**src/rtl/int_pkg.sv**
```systemverilog
// Shared definitions for the interrupt requester and the local interrupt controller.
package int_pkg;

  localparam int INT_DATA_W = 32;

  localparam logic [1:0] ST_IDLE     = 2'd0;
  localparam logic [1:0] ST_REQ      = 2'd1;
  localparam logic [1:0] ST_WAIT_REL = 2'd2;

endpackage

```
**src/rtl/int_req_fifo.sv**
```systemverilog
// Pending-event FIFO: DEPTH x DATA_W, push/pop/flush with occupancy count.
module int_req_fifo #(
  parameter int DATA_W = 32,
  parameter int DEPTH  = 4
) (
  input  logic                     Clk,
  input  logic                     Reset,
  input  logic                     Push,
  input  logic                     Pop,
  input  logic                     Flush,
  input  logic [DATA_W-1:0]        WrData,
  output logic [DATA_W-1:0]        RdData,
  output logic [$clog2(DEPTH):0]   Count,
  output logic                     Full,
  output logic                     Empty
);

  localparam int AW = $clog2(DEPTH);

  logic [DATA_W-1:0] mem [DEPTH];
  logic [AW-1:0]     wrPtr;
  logic [AW-1:0]     rdPtr;
  logic              pushOk;
  logic              popOk;

  assign Full   = (Count == (AW + 1)'(DEPTH));
  assign Empty  = (Count == '0);
  assign RdData = mem[rdPtr];

  // Fullness is judged after a same-cycle pop; a flush discards the push.
  assign popOk  = Pop && !Empty && !Flush;
  assign pushOk = Push && (!Full || popOk) && !Flush;

  always_ff @(posedge Clk) begin
    if (pushOk) mem[wrPtr] <= WrData;
  end

  always_ff @(posedge Clk or posedge Reset) begin
    if (Reset) begin
      wrPtr <= '0;
      rdPtr <= '0;
      Count <= '0;
    end else if (Flush) begin
      wrPtr <= '0;
      rdPtr <= '0;
      Count <= '0;
    end else begin
      if (pushOk) wrPtr <= wrPtr + 1'b1;
      if (popOk)  rdPtr <= rdPtr + 1'b1;
      case ({pushOk, popOk})
        2'b10:   Count <= Count + 1'b1;
        2'b01:   Count <= Count - 1'b1;
        default: Count <= Count;
      endcase
    end
  end

endmodule

```
**src/rtl/int_req.sv**
```systemverilog
// Peripheral-side interrupt requester: queues event pulses and presents them
// one at a time over a 4-phase Int/IntAck handshake.
module int_req
  import int_pkg::*;
#(
  parameter int DATA_W = INT_DATA_W,
  parameter int DEPTH  = 4
) (
  input  logic                    Clk,
  input  logic                    Reset,
  input  logic                    EvValid,
  input  logic [DATA_W-1:0]       EvData,
  input  logic                    Flush,
  input  logic                    OvfClr,
  output logic                    Int,
  output logic [DATA_W-1:0]       IntData,
  input  logic                    IntAck,
  output logic [$clog2(DEPTH):0]  Pending,
  output logic                    Overflow
);

  // Handshake: Int rises with IntData stable, stays up until IntAck=1 is
  // sampled, then drops; the next Int waits until IntAck=0 has been sampled.

  logic [1:0]        state;
  logic [1:0]        stateNext;
  logic              fifoFull;
  logic              fifoEmpty;
  logic [DATA_W-1:0] headData;
  logic              popHead;
  logic              dropEv;
  logic              intNext;

  assign popHead = (state == ST_IDLE) && !fifoEmpty && !Flush && !IntAck;
  assign dropEv  = EvValid && fifoFull && !popHead;

  int_req_fifo #(
    .DATA_W (DATA_W),
    .DEPTH  (DEPTH)
  ) u_fifo (
    .Clk    (Clk),
    .Reset  (Reset),
    .Push   (EvValid),
    .Pop    (popHead),
    .Flush  (Flush),
    .WrData (EvData),
    .RdData (headData),
    .Count  (Pending),
    .Full   (fifoFull),
    .Empty  (fifoEmpty)
  );

  always_ff @(posedge Clk or posedge Reset) begin
    if (Reset) state <= ST_IDLE;
    else       state <= stateNext;
  end

  always_comb begin
    stateNext = state;
    case (state)
      ST_IDLE:     if (popHead) stateNext = ST_REQ;
      ST_REQ:      if (IntAck)  stateNext = ST_WAIT_REL;
      ST_WAIT_REL: if (!IntAck) stateNext = ST_IDLE;
      default:     stateNext = ST_IDLE;
    endcase
  end

  always_comb begin
    intNext = (stateNext == ST_REQ);
  end

  always_ff @(posedge Clk or posedge Reset) begin
    if (Reset) begin
      Int     <= 1'b0;
      IntData <= '0;
    end else begin
      Int <= intNext;
      if (popHead) IntData <= headData;
    end
  end

  // A drop in the same cycle as OvfClr keeps the flag set.
  always_ff @(posedge Clk or posedge Reset) begin
    if (Reset)       Overflow <= 1'b0;
    else if (dropEv) Overflow <= 1'b1;
    else if (OvfClr) Overflow <= 1'b0;
  end

endmodule
```
**config.mk**
```make
export PLATFORM = sky130hd
export DESIGN_NAME = int_req
export DESIGN_NICKNAME = d
export VERILOG_FILES = /design/src/rtl/int_pkg.sv /design/src/rtl/int_req_fifo.sv /design/src/rtl/int_req.sv
export SDC_FILE = /design/constraint.sdc
export NUM_CORES = 1
export LEC_CHECK = 0
export ABC_CLOCK_PERIOD_IN_PS = 11890
export CORE_AREA = 2 2 152 139
export DETAILED_ROUTE_END_ITERATION = 8
export DIE_AREA = 0 0 154 141
export PLACE_DENSITY_LB_ADDON = 0.1
export SETUP_SLACK_MARGIN = 0.4
export SLEW_MARGIN = 30
export SYNTH_ARGS = -nofsm -noshare
export SYNTH_HDL_FRONTEND = slang
export SYNTH_HIERARCHICAL = 1
export SYNTH_SLANG_ARGS = --single-unit
```
**constraint.sdc**
```tcl
create_clock -name Clk -period 11.89 [get_ports Clk]
set_clock_uncertainty 0.15 [all_clocks]
set_input_delay 3.567 -clock Clk [delete_from_list [all_inputs] [get_ports Clk]]
set_output_delay 3.567 -clock Clk [all_outputs]
set_load 0.01 [all_outputs]
```
# --- Word level (Yosys, flattened, before mapping) ---
# Memories as Yosys holds them, arrays and structs flattened. A register that Yosys moved wholly into a read port is not among the register bits.
# Cells that the tools add are included.
classes:
  n_addsub: 4
  n_eq_ne: 6
  n_mux: 14
  reduce_logical: 21
op_table:
  columns: ["operator", "n"]
  rows:
  - ["$mux 2", 7]
  - ["$logic_and 1x1->1", 9]
  - ["$eq 2x1->1 const B", 3]
  - ["$pmux 2 s3", 1]
  - ["$pmux 3 s2", 1]
  - ["$reduce_bool 2->1", 3]
  - ["$logic_not 1->1", 5]
  - ["$add 2x1->2 const B", 2]
  - ["$eq 2x2->1 const B", 2]
  - ["$mux 1", 4]
  - ["$add 3x1->3 const B", 1]
  - ["$eq 3x3->1 const B", 1]
  - ["$logic_not 3->1", 1]
  - ["$mux 3", 1]
  - ["$reduce_bool 3->1", 1]
  - ["$sub 3x1->3 const B", 1]
  - ["$logic_not 2->1", 1]
  - ["$logic_or 1x1->1", 1]
word_totals:
  regBits: 11
  ramBits: 128
  in_bits: 38
  word_cells: 52
  memories: 1
memory_table:
  columns: ["name", "words", "word_bits", "rd", "rd_clocked_by_memory_dff", "write_ports", "line", "rtl"]
  rows:
  - ["u_fifo.mem", 4, 32, 1, 1, 1, "int_req_fifo.sv:20", "logic [DATA_W-1:0] mem [DEPTH];"]

# --- Longest topological paths before layout ---
# Gate-level depths: netlist of the first run.
depth:
  depth_word: 13
  depth_mapped: 12

# --- Modules after synthesis ---
# Netlist of the first run, hierarchy kept.
modules_own_cells:
  columns: ["module", "n_inst", "cells_per_inst", "area_each_um2", "seq_area_each_um2"]
  rows:
  - ["int_req_fifo", 1, 231, 5165.0, 4018.9]
  - ["int_req", 1, 82, 1368.8, 900.9]

# --- Worst setup path after synthesis of the first run ---
# OpenSTA, ideal clock, no wires.
synth_timing:
  kind: "input port to flip-flop"
  startpoint: "in Flush"
  endpoint: "mem u_fifo.mem[0][0] (enable)"
  setup_time_ns: 0.468
  arrival_time_ns: 7.231
  required_time_ns: 11.272
  path_slack_ns: 4.041
  stages: 6
  path_buffers: 2
  path_cell_list: "nor2_1 -> nor4b_4 -> buf_6 -> clkbuf_1 -> o21ai_0 -> nor3b_1"
synth_between:
  elab_chain_len: 10
synth_lines:
  columns: ["element", "line", "rtl"]
  rows:
  - ["start: declaration", "int_req.sv:13", "input logic Flush,"]
  - ["$logic_not 1->1", "int_req.sv:34", "assign popHead = (state == ST_IDLE) && !fifoEmpty && !Flush && !IntAck;"]
  - ["$logic_and 1x1->1 (2 in series)", "int_req.sv:34", null]
  - ["via popHead", "int_req.sv:30", "logic popHead;"]
  - ["$logic_and 1x1->1 (2 in series)", "int_req_fifo.sv:31", "assign popOk = Pop && !Empty && !Flush;"]
  - ["$logic_or 1x1->1", "int_req_fifo.sv:32", "assign pushOk = Push && (!Full || popOk) && !Flush;"]
  - ["$logic_and 1x1->1 (2 in series)", "int_req_fifo.sv:32", null]
  - ["$mux 1", "int_req_fifo.sv:35", "if (pushOk) mem[wrPtr] <= WrData;"]
  - ["$mux 1 (implied by the code)", "int_req_fifo.sv:35", null]
  - ["end: declaration", "int_req_fifo.sv:20", null]
# The timed path passes the listed nets, and every way through them passes these cells.

# --- Worst setup path in the final report of the first run ---
layout_timing:
  startpoint: "in Flush"
  endpoint: "reg u_fifo.Count[2]"
layout_between:
  elab_chain_len: 11
  word_cells_on_any_way: 13
  cone_classes: "eq/ne (2); mux (2); reduce/logical (9)"
layout_lines:
  columns: ["element", "line", "rtl"]
  rows:
  - ["$logic_not 1->1", "int_req_fifo.sv:31, int_req_fifo.sv:32, int_req.sv:34", null]
  - ["$logic_and 1x1->1 (2 in series)", "int_req.sv:34", null]
  - ["$logic_and 1x1->1 (2 in series)", "int_req_fifo.sv:31", null]
  - ["$logic_or 1x1->1", "int_req_fifo.sv:32", null]
  - ["$logic_and 1x1->1 (2 in series)", "int_req_fifo.sv:32", null]
  - ["$eq 2x1->1 or $eq 2x2->1 (tied branches)", "int_req_fifo.sv:50", "case ({pushOk, popOk})"]
  - ["$pmux 3 s2", "int_req_fifo.sv:50", null]
  - ["$mux 3", "int_req_fifo.sv:43", "end else if (Flush) begin"]
  - ["end signal: assignment", "int_req_fifo.sv:51", "2'b10: Count <= Count + 1'b1;"]
  - ["end signal: assignment", "int_req_fifo.sv:52", "2'b01: Count <= Count - 1'b1;"]
  - ["end signal: assignment", "int_req_fifo.sv:53", "default: Count <= Count;"]
  - ["end: declaration", "int_req_fifo.sv:13", "output logic [$clog2(DEPTH):0] Count,"]
# Several ways; a longest one is shown, not always the timed one.
# A chain may end at the register's enable or synchronous reset.

==> impl.org, run 1 <==
** Timing
- Shortest period the worst path allows :: 6.64 ns
- Setup-violating endpoint count in the final report :: 0
- Post-route fraction of the period consumed by the critical path :: 0.558
- Setup repair after global routing missed its margin :: false
- Slew Viols, Final :: 0
- Number of endpoints with negative hold slack in the final report :: 0
- For the pin with the worst max-slew slack, the measured transition is 0.768 ns.
- Sum of negative setup slack :: 0 ns
- Derived from the worst setup path, the maximum achievable clock frequency is 0.151 GHz.
- Max-Slew Margin vs Limit :: 0.485

** Drt
- For this run, the detailed router's first-pass iteration total came to 4.
- Routed length per instance :: 18.9 um
- Antenna viol nets, final :: 0
- After detailed routing, the total wire length is 12.7 mm.
- Via/cell ratio :: 4.64
- The detailed router placed 3,106 vias in this run.
- In this run, the number of DRC markers left after iteration 0 of detailed routing was 133.
- After detailed routing, the number of remaining DRC violations is 0.

** GRT
- Global routing usage summed across all routing layers :: 0.127
- Global-route wire length before repair :: 20.0 mm
- GRT Residual Overflow :: 0
- Number of antenna violations at the first check in global routing :: 1
- Entering global routing, the biggest net connects 44 pins.
- Vias in the first global route :: 3,418

** Worst setup path
- STA classifies the critical path startpoint as an input pin.
- Launching point of the worst reg2reg path :: u_fifo/Count[0]
- At the worst endpoint, the required time is 12.06 ns.
- Worst Setup EP :: u_fifo/Count[2]
- Along the worst path, the maximum fanout reaches 43.
- STA classifies the critical path endpoint as a flop.
- The endpoint identified for the worst register-to-register timing path is u_fifo/Count[2].
- Class of the most critical setup path :: input pin to flop
- Arrival time of data at the critical path endpoint :: 6.81 ns
- For the worst flop-to-flop path, the logic depth is 10.
- Reg2reg setup slack :: 8.70 ns
- Crit path launch :: Flush

** Final layout
- Multi-input combinational cell area :: 1530 um^2
- Net count of the finished layout :: 439
- In the final layout, the share of cells above drive strength 1 is 0.264.
- Area growth, synth to finish :: 25.5%
- Summing all flip-flop and latch instances after layout gives 4920 um^2.
- The number of antenna diodes in the final layout is 0.
- Final core utilization :: 0.403
- Counting the fill cells in the layout gives 1,823.

** Yosys
- Number of register bits inferred by synthesis :: 171
- Distinct cells, synth :: 38
- Synthesized net count :: 356
- Warnings from Yosys :: 6
- Post-synthesis sequential area ratio :: 0.753
- After synthesis the cells add up to 6530 um^2.
- Synthesized instance count :: 313
- A synthesized cell averages 20.9 um^2.

** Clock network
- CTS tree :: yes
- Count of cells resized by post-cts repair :: 0
- In this run, CTS created clock tree buffers numbering 17.
- # Post-CTS Setup Buffers :: 0
- Later-pin clock latency in the skew report :: 0.41 ns
- Total number of clock tree sinks :: 171
- After clock tree synthesis, the clock-pin slew on the worst setup and hold paths is 0.06 ns.
- H-Tree Level Count :: 4
- Maximum count of clock buffers along a single path :: 2
- Hold repair after CTS inserted 0 buffers.
- CTS placed an instance of sky130_fd_sc_hd__clkbuf_16 at the clock tree root.

** Floorplanning
- Initial Util :: 0.321
- The die covers 21,700 um^2.
- Die outline height :: 141 um
- In this run the core area contains 50 standard-cell rows.
- During I/O placement, the number of pins put on the boundary was 75.
- In this run the standard cell core region covers 20,300 um^2.
- Horizontal die dimension :: 154 um

** Power
- Worst VDD drop :: 0.0943 mV
- Dividing total power by cell area gives a power density of 184 nW/um^2.
- Summed over all cells, the static leakage comes to 2.78 nW.

** Worst hold path
- In this run the worst hold path is classified as flop to flop.
- Hold depth :: 1

** Job
- Across the run, the number of max-cap violations was 0.

** Placement
- The congestion estimate from routability-driven global placement came to 0.675.
- Input and output buffers added on the ports amount to 74.
- Detail Placement HPWL :: 7.50 mm

** Outcome
- Run status :: complete, no violations
## flip-flops by register name (all words and copies together) (netlist names)
name / cells
Overflow: 1
Int: 1
u_fifo/mem: 128
u_fifo/wrPtr: 2
u_fifo/rdPtr: 2
IntData: 32
u_fifo/Count: 3
state: 2
## logic make-up after synthesis
group / synth area share
fa+ha+maj: 0.0107
buf+inv: 0.0199
simple gates: 0.0272
mux: 0.169
flops: 0.753
compound gates: 0.0132
xor+xnor: 0.00670
## final cells by class
type / count / area share
Tap cell: 260 / 0.0397
Clock buffer: 21 / 0.0561
Timing Repair Buffer: 80 / 0.0958
Clock inverter: 11 / 0.0174
Inverter: 8 / 0.00397
Sequential cell: 171 / 0.601
Multi-Input combinational cell: 118 / 0.186
## worst max-delay path, cell delays in order
cell and delay [ns]:
sky130_fd_sc_hd__clkdlybuf4s50_1 0.96, sky130_fd_sc_hd__nor2_1 0.15, sky130_fd_sc_hd__nor4b_4 0.18, sky130_fd_sc_hd__buf_4 0.33
sky130_fd_sc_hd__o31ai_1 0.19, sky130_fd_sc_hd__nor3_1 0.11, sky130_fd_sc_hd__fa_1 0.41, sky130_fd_sc_hd__or3b_1 0.40
sky130_fd_sc_hd__or3_1 0.32, sky130_fd_sc_hd__a31oi_1 0.17
## metrics by stage
| stage | power, W | cells | area, um^2 | worst slack (ns) | hold slack [ns] |
|---|---|---|---|---|---|
| after CTS | 0.00153 | 669 | 8180 | 5.13 | 0.343 |
| final | 0.00151 | 669 | 8200 | 5.25 | 0.334 |
| after global placement | 0.000960 | 637 | 7570 | 4.87 | 0.318 |
| after floorplan | 0.000829 | 313 | 6530 | 4.04 | 0.367 |
| after detailed placement | 0.000963 | 637 | 7580 | 4.71 | 0.328 |
| after global routing | 0.00158 | 669 | 8200 | 5.01 | 0.369 |
## metal layers
layer,up-vias,wire length [um],track usage
met5,-,13,0
met4,2,106,0.0384
met3,11,554,0.0397
met2,67,5980,0.199
met1,1617,6020,0.169
li1,1409,-,-
## synthesized netlist by cell type
cell | instances | area (um^2)
sky130_fd_sc_hd__edfxtp_1 | 128 | 3840
sky130_fd_sc_hd__o21ai_0 | 1 | 5.00
sky130_fd_sc_hd__mux2_2 | 30 | 338
sky130_fd_sc_hd__nand3_1 | 2 | 10.0
sky130_fd_sc_hd__nor3b_1 | 4 | 30.0
sky130_fd_sc_hd__ha_1 | 4 | 50.1
sky130_fd_sc_hd__mux2i_1 | 1 | 10.0
sky130_fd_sc_hd__nor4b_4 | 1 | 23.8
sky130_fd_sc_hd__mux2_4 | 1 | 15.0
sky130_fd_sc_hd__a211oi_1 | 1 | 7.51
sky130_fd_sc_hd__and2_1 | 1 | 6.26
sky130_fd_sc_hd__nand2_1 | 3 | 11.3
sky130_fd_sc_hd__nor2_1 | 9 | 33.8
sky130_fd_sc_hd__mux4_2 | 32 | 721
sky130_fd_sc_hd__or3b_1 | 2 | 17.5
sky130_fd_sc_hd__dfrtp_1 | 43 | 1080
sky130_fd_sc_hd__o211ai_1 | 1 | 7.51
sky130_fd_sc_hd__o2111ai_1 | 2 | 17.5
sky130_fd_sc_hd__o31ai_1 | 1 | 7.51
sky130_fd_sc_hd__buf_2 | 5 | 25.0
sky130_fd_sc_hd__nand2b_1 | 2 | 12.5
sky130_fd_sc_hd__a31oi_1 | 1 | 6.26
sky130_fd_sc_hd__o311ai_0 | 1 | 8.76
sky130_fd_sc_hd__xor2_1 | 4 | 35.0
sky130_fd_sc_hd__clkbuf_1 | 5 | 18.8
sky130_fd_sc_hd__buf_4 | 3 | 22.5
sky130_fd_sc_hd__o21bai_1 | 1 | 7.51
sky130_fd_sc_hd__mux2_1 | 2 | 22.5
sky130_fd_sc_hd__buf_6 | 3 | 33.8
sky130_fd_sc_hd__or2_2 | 1 | 6.26
sky130_fd_sc_hd__or3_1 | 1 | 6.26
sky130_fd_sc_hd__fa_1 | 1 | 20.0
sky130_fd_sc_hd__o22ai_1 | 1 | 6.26
sky130_fd_sc_hd__inv_1 | 8 | 30.0
sky130_fd_sc_hd__o21a_1 | 1 | 7.51
sky130_fd_sc_hd__xnor2_1 | 1 | 8.76
sky130_fd_sc_hd__a21oi_1 | 1 | 5.00
sky130_fd_sc_hd__nor3_1 | 4 | 20.0
## worst min-delay path by stage
stage	from	to	slack, ns
6_report	IntData[22]	IntData[22]	0.33
5_1_grt	IntData[5]	IntData[5]	0.37
4_1_cts	IntData[21]	IntData[21]	0.34
3_5_place_dp	IntData[21]	IntData[21]	0.33
3_3_place_gp	IntData[21]	IntData[21]	0.32
2_1_floorplan	state[1]	Int	0.37
## placed cells by master (no fill, tap or decap), drive strengths merged, types with 3 or more instances in the layout
cell type,count
nor2,9
dfrtp,43
mux4,32
clkbuf,21
inv,9
clkinv,5
bufinv,3
buf,6
ha,4
xor2,4
clkdlybuf4s50,74
mux2,33
nor3b,4
nand2,3
nor3,4
edfxtp,128
## power breakdown
group	internal [W]	switching, W
Sequential	0.000704	0.0000301
Combinational	0.000134	0.0000801
Clock	0.000341	0.000219
Power figures use the tool's default switching activity.
==> run 2: changes to the inputs <==
--- a/config.mk
+++ b/config.mk
@@ -5,7 +5,7 @@
 export SDC_FILE = /design/constraint.sdc
 export NUM_CORES = 1
 export LEC_CHECK = 0
-export ABC_CLOCK_PERIOD_IN_PS = 11890
+export ABC_CLOCK_PERIOD_IN_PS = 6100
 export CORE_AREA = 2 2 152 139
 export DETAILED_ROUTE_END_ITERATION = 8
 export DIE_AREA = 0 0 154 141
==> constraint.sdc (replaced) <==
create_clock -name Clk -period 6.1 [get_ports Clk]
set_clock_uncertainty 0.15 [all_clocks]
set_input_delay 1.83 -clock Clk [delete_from_list [all_inputs] [get_ports Clk]]
set_output_delay 1.83 -clock Clk [all_outputs]
set_load 0.01 [all_outputs]
==> run 2 against run 1 <==
Net effect:
- setup slack lost 3.5 ns
- design area barely moved
- sequential cell count is the same
- critical endpoint unchanged
- largest power group unchanged
==> impl.org, run 2 (synthesis gave the netlist of run 1 again) <==
** Worst setup path
- Number of cells on the worst reg-to-reg path :: 7
- In this run the critical register-to-register path is captured at u_fifo/Count[2].
- For this run, the slowest stage of the critical path takes 0.72 ns.
- The worst setup path is launched from an input pin.
- The critical path contains buffers and inverters numbering 2 combined.
- STA puts the critical path data required time at 6.28 ns.
- The slowest stage of the critical path belongs to the cell sky130_fd_sc_hd__clkdlybuf4s50_1.
- The worst setup path is captured at a flop.
- Cell family with the largest share of critical-path delay :: buffers and inverters
- The critical path in this run is classified as input pin to flop.
- The startpoint identified for the worst register-to-register timing path is u_fifo/Count[0].
- Walking the worst path, the cells encountered are clkdlybuf4s50_1 > nor2_1 > nor4b_4 > buf_4 > or3b_1 > or3_1 > a31oi_1.
- Maximum fanout along the worst path :: 42
- Reg2reg setup slack :: 3.30 ns
- Data on the critical path arrives at its endpoint at 4.58 ns.

** Floorplanning
- 75 I/O pins were placed.
- Full die area :: 21,700 um^2
- Initial Util :: 0.321
- From bottom edge to top edge, the die measures 141 um.
- The die is 154 um wide.
- The initialized floorplan defines 50 standard-cell rows.
- The core region is 20,300 um^2.

** Clock network
- Maximum count of clock buffers along a single path :: 2
- After clock tree synthesis, the clock-pin slew on the worst setup and hold paths is 0.06 ns.
- Count of cells resized by post-cts repair :: 0
- TritonCTS built the clock tree.
- Total number of clock tree sinks :: 171
- # hold bufs at CTS :: 0
- Later-pin clock latency in the skew report :: 0.42 ns
- The number of clock buffers added by TritonCTS is 17.
- H-Tree Level Count :: 4
- # Post-CTS Setup Buffers :: 0
- CTS placed an instance of sky130_fd_sc_hd__clkbuf_16 at the clock tree root.

** Final layout
- Share of final-layout standard cells stronger than drive strength 1 :: 0.262
- Biggest register :: u_fifo/mem
- Registers with the highest flip-flop counts :: u_fifo/mem x128, IntData x32, u_fifo/Count x3
- Leaving out fill and tap cells, the most frequent cell in the layout is sky130_fd_sc_hd__edfxtp_1.
- In the layout the commonest cells are sky130_fd_sc_hd__edfxtp_1 (128), sky130_fd_sc_hd__clkdlybuf4s50_1 (74), sky130_fd_sc_hd__dfrtp_1 (41).
- The area growth from synthesis to layout is 25.5%.
- Largest register FFs :: 128
- Once layout is complete, the utilization of the core stands at 0.403.
- The number of antenna diodes in the final layout is 0.
- Net count of the finished layout :: 443

** GRT
- Global-route wire length before repair :: 19.7 mm
- Entering global routing, the biggest net connects 43 pins.
- Global routing usage summed across all routing layers :: 0.125
- The initial antenna violation count was 1.
- The via count of the first global-routing pass was 3,357.
- For this run the aggregate overflow at the end of global routing stands at 0.

** Timing
- Number of endpoints with negative hold slack in the final report :: 0
- Shortest period the worst path allows :: 4.40 ns
- Setup violations remaining at the end of the flow were counted as 0.
- Setup repair after global routing missed its margin :: false
- Fmax achieved :: 0.227 GHz
- Post-route fraction of the period consumed by the critical path :: 0.721
- On the final layout, the worst hold slack is 0.338 ns.
- Slew Viols, Final :: 0
- Transition time at the pin with the least slew margin :: 0.920 ns
- The worst pin sits at a relative slew slack of 0.387.

** Drt
- For this block, the initial DRC count from the detailed router was 121.
- Total via count in the routed design :: 3,117
- For this run, design rule violations remaining after detail routing come to 0.
- After detailed routing, the number of vias per cell comes to 4.64.
- In the final routed layout, each cell accounts on average for 18.9 um.
- For this block, the routed nets add up to 12.7 mm of wire.
- The first detailed-routing pass ran for 4 iterations.
- Antenna viol nets, final :: 0

** Worst hold path
- Beginning of the worst hold path :: IntData[21]
- Hold path endpoint :: IntData[21]
- Worst Hold Class :: flop to flop
- Hold depth :: 1

** Power
- Total design power :: 0.00296 W
- Power per unit of standard cell area :: 361 nW/um^2
- The worst-case IR drop observed on VDD is 0.185 mV.
- Static power due to leakage :: 2.79 nW

** Placement
- The count of buffers added on input and output ports is 74.
- Detail Placement HPWL :: 7.42 mm
- Routability Congestion :: 0.667

** Job
- Max-cap violations in this run came to 0.

** Outcome
- Run status :: complete, no violations
[run 2: changes by cell type in the layout (fill, tap and decap cells not counted), sizes merged]
cell,before,now
clkinvlp,2,1
clkbuf,21,18
clkinv,5,7
buf,6,10
bufinv,3,4
[run 2: final cells by class]
class	instances	area, um^2
clock inverter	13	174
timing repair buffer	84	816
sequential	171	4920
tap	260	325
clock buffer	18	429
fill	1817	12100
multi-input combinational	118	1500
inverter	8	32.5
[run 2: per-layer routing]
metal / track usage / routed length (um) / vias to the layer above
met2: 0.198 / 6090 / 60
li1: - / - / 1411
met5: 0 / 13 / -
met1: 0.163 / 5870 / 1634
met3: 0.0421 / 598 / 10
met4: 0.0443 / 131 / 2
[run 2: power by group]
part           internal [W]  leakage [nW]  switching (W)
combinational      0.000259         0.796       0.000151
clock              0.000679         0.290       0.000429
sequential          0.00137          1.70      0.0000679
total               0.00231          2.79       0.000648
[run 2: through the flow]
step	worst slack (ns)	TNS, ns	cells	area (um^2)
2_1_floorplan	-0.0116	-1.49	313	6530
5_1_grt	1.46	0	672	8200
4_1_cts	1.65	0	672	8200
6_report	1.70	0	672	8200
3_3_place_gp	1.27	0	641	7600
3_5_place_dp	1.21	0	641	7600
[run 2: how the worst max path moves through the flow]
stage                      from          endpoint  slack [ns]  depth (start not counted)
after global routing      Flush   u_fifo/Count[2]        1.46                          7
final                     Flush   u_fifo/Count[2]        1.70                          7
after global placement    Flush   u_fifo/Count[2]        1.27                          7
after floorplan           Flush  u_fifo/mem[0][0]       -0.01                          6
after detailed placement  Flush   u_fifo/Count[2]        1.21                          7
after CTS                 Flush   u_fifo/Count[2]        1.65                          7
==> run 3: changes to the inputs <==
--- a/config.mk
+++ b/config.mk
@@ -5,7 +5,7 @@
 export SDC_FILE = /design/constraint.sdc
 export NUM_CORES = 1
 export LEC_CHECK = 0
-export ABC_CLOCK_PERIOD_IN_PS = 6100
+export ABC_CLOCK_PERIOD_IN_PS = 3600
 export CORE_AREA = 2 2 152 139
 export DETAILED_ROUTE_END_ITERATION = 8
 export DIE_AREA = 0 0 154 141
==> constraint.sdc (replaced) <==
create_clock -name Clk -period 3.6 [get_ports Clk]
set_clock_uncertainty 0.15 [all_clocks]
set_input_delay 1.08 -clock Clk [delete_from_list [all_inputs] [get_ports Clk]]
set_output_delay 1.08 -clock Clk [all_outputs]
set_load 0.01 [all_outputs]
==> run 3 against run 2 <==
Net effect:
- die area did not move
- setup slack got worse by 1.1 ns
- core utilization rose by 0.64 points
- first-iteration DRC count rose by 73%
- non-clock buffer count rose by 5
- combinational power rose by 74%
- clock power rose by 63%
- register-to-register slack got worse by 2.5 ns
- count of clock-buffer cells in the layout rose by 2
- sequential share of layout area fell by 0.94 points
- sequential power rose by 69%
- largest power group unchanged
==> impl.org, run 3 (synthesis gave the netlist of run 1 again) <==
** GRT
- The via count of the first global-routing pass is 3,463.
- Global routing usage on met2 :: 0.206
- In the global route stage, met3 resource usage came out at 0.0397.
- Busiest metal layer after global routing :: met2
- The first global-routing pass estimated 20.1 mm of wire.
- After global routing the overflow that remains totals 0.
- Global routing usage summed across all routing layers :: 0.126
- Entering global routing, the biggest net connects 34 pins.
- Number of antenna violations at the first check in global routing :: 0
- For met1 alone, demand over resource in global routing was 0.162.

** Timing
- Sum of negative setup slack :: 0 ns
- The hold violation total from the final report was 0.
- Setup violations remaining at the end of the flow were counted as 0.
- Shortest period the worst path allows :: 3.02 ns
- Max-Slew Margin vs Limit :: 0.371
- Setup repair after global routing left no endpoint under its margin.
- Transition time at the pin with the least slew margin :: 0.943 ns
- The number of max-slew violations in the final report was 0.
- In the finished design, the share of the clock period the worst path needs comes to 0.838.
- Fmax achieved :: 0.331 GHz

** Drt
- Antenna viol nets, final :: 0
- Initial drt markers :: 209
- Routed length per instance :: 18.8 um
- Before antenna repair, the detailed router went through 4 iterations.
- Summed over all layers, the routed wires come to 12.7 mm.
- Using the TritonRoute via totals, the vias-per-cell ratio works out to 4.66.
- For this run, design rule violations remaining after detail routing come to 0.
- The routed layout has 3,162 vias.

** Final layout
- Antenna cells :: 0
- Post-route standard cell area excluding fillers :: 8330 um^2
- Biggest register :: u_fifo/mem
- From synthesis to final layout, the design area changed by 27.5%.
- In the final layout, the share of cells above drive strength 1 is 0.280.
- Largest register FFs :: 128
- The final layout contains 448 nets.
- The count of cells in the finished layout, fillers not included, comes to 678.
- Leaving out fill and tap cells, the most frequent cell in the layout is sky130_fd_sc_hd__edfxtp_1.
- In the layout the commonest cells are sky130_fd_sc_hd__edfxtp_1 (128), sky130_fd_sc_hd__clkdlybuf4s50_1 (73), sky130_fd_sc_hd__dfrtp_1 (41).
- In the final layout, the registers with the most flip-flops are u_fifo/mem x128, IntData x32, u_fifo/Count x3.

** Worst setup path
- The slowest stage of the critical path is the sky130_fd_sc_hd__clkdlybuf4s50_1 cell.
- Measured in cells, the most critical reg-to-reg path has a length of 9.
- The worst setup path is of the input pin to flop kind.
- Walking the worst path, the cells encountered are clkdlybuf4s50_1 > nor4b_4 > o31ai_1 > nor3_1 > fa_1 > or3b_1 > or3_1 > a31oi_1.
- The worst register-to-register path begins at u_fifo/Count[0].
- Among cell families on the critical path, the largest total delay comes from simple AND/OR/NAND/NOR gates.
- Along the worst path, the maximum fanout reaches 4.
- Setup slack on the worst reg-to-reg path comes out at 0.81 ns.
- Buf/Inv on CP :: 1
- Data on the critical path is required at its endpoint by 3.79 ns.
- Worst flop-to-flop path endpoint :: u_fifo/Count[2]
- Capturing element type of the critical path :: flop
- STA classifies the critical path startpoint as an input pin.
- Peak per-stage delay on the critical path :: 0.57 ns
- Data on the critical path arrives at its endpoint at 3.21 ns.

** Placement
- Routability Congestion :: 0.643
- Number of I/O port buffers :: 74
- Detail Placement HPWL :: 7.85 mm
- The number of placed instances, taps included, is 646.
- Once placement finished, the instance area stood at 7740 um^2.

** Power
- Total power for the finished layout comes to 0.00495 W.
- For this design the ratio of total power to cell area is 594 nW/um^2.
- Worst VDD drop :: 0.336 mV
- Summed over all cells, the static leakage comes to 2.84 nW.

** Clock network
- Clock-pin slew reported for the worst setup and hold paths after clock tree synthesis :: 0.06 ns
- # Post-CTS Setup Buffers :: 0
- Number of buffers created by CTS :: 17
- Total number of clock tree sinks :: 171
- After clock tree synthesis, the flow added hold-fix buffers numbering 0.
- TritonCTS built the clock tree.
- Cell at the root of the clock tree :: sky130_fd_sc_hd__clkbuf_16
- Counting along the longest clock path gives a buffer depth of 2.
- For the worst-skew pair, the clock arrives at the later sink with an insertion delay of 0.42 ns.
- CTS built an H-tree with a depth of 4.

** Worst hold path
- Hold path endpoint :: IntData[21]
- Worst Hold Class :: flop to flop
- Beginning of the worst hold path :: IntData[21]
- Along the worst hold path, the cell count comes to 1.

** Outcome
- Run status :: complete, no violations

** Floorplanning
- Top-level port count :: 75
- Measured along the y axis, the die boundary spans 141 um.
- The initialized floorplan defines 50 standard-cell rows.
- The die is 154 um wide.
- Full die area :: 21,700 um^2
- After floorplanning, the core was sized to cover 20,300 um^2.
- For this configuration, the core starts out at a cell density of 0.321.

** Job
- Max-capacitance violation count :: 0
## run 3: through the flow
step / hold WS (ns) / utilization / setup slack, ns
3_5_place_dp: 0.338 / 0.381 / 0.0467
3_3_place_gp: 0.320 / 0.381 / 0.0659
2_1_floorplan: 0.367 / - / 0.128
6_report: 0.341 / 0.410 / 0.583
5_1_grt: 0.369 / 0.410 / 0.453
4_1_cts: 0.353 / 0.410 / 0.469
## run 3: layout make-up
cell class              instances  area, um^2
inverters                       8        30.0
repair buffers                 89         922
multi-input cells             118        1550
flip-flops and latches        171        4920
fillers                      1805       12000
clock buffers                  20         437
clock inverters                12         149
well taps                     260         325
## run 3: worst register-to-register path: cells and delay by family, from the launching register on
kind / cells / cell delay, ns
flops: 1 / 0.51
simple gates: 6 / 1.40
compound gates: 2 / 0.27
fa+ha+maj: 1 / 0.39
## run 3: worst max-delay path by stage
stage               startpoint                end  slack (ns)  cells after the start
CTS                     IntAck  u_fifo/mem[0][12]        0.47                      6
detailed placement      IntAck  u_fifo/mem[0][20]        0.05                      6
finish                  IntAck    u_fifo/Count[2]        0.58                      8
global route            IntAck    u_fifo/Count[2]        0.45                      8
global placement        IntAck  u_fifo/mem[0][16]        0.07                      6
floorplan                Flush   u_fifo/mem[0][0]        0.13                      6
## run 3: power breakdown
part	total (W)	internal (W)	switching [W]
clock	0.00181	0.00109	0.000723
sequential	0.00243	0.00232	0.000101
combinational	0.000717	0.000452	0.000265
total	0.00495	0.00386	0.00109
## run 3: timing repair
item,CTS,global route
gates resized for setup,0,2
endpoints found under the hold margin,0,0
endpoints found under the setup margin,0,22
## run 3: routing by layer
metal | share of wire | up-vias
met3 | 0.036 | 11
met4 | 0.0090 | 0
met1 | 0.45 | 1669
met5 | 0 | -
li1 | - | 1418
met2 | 0.50 | 64
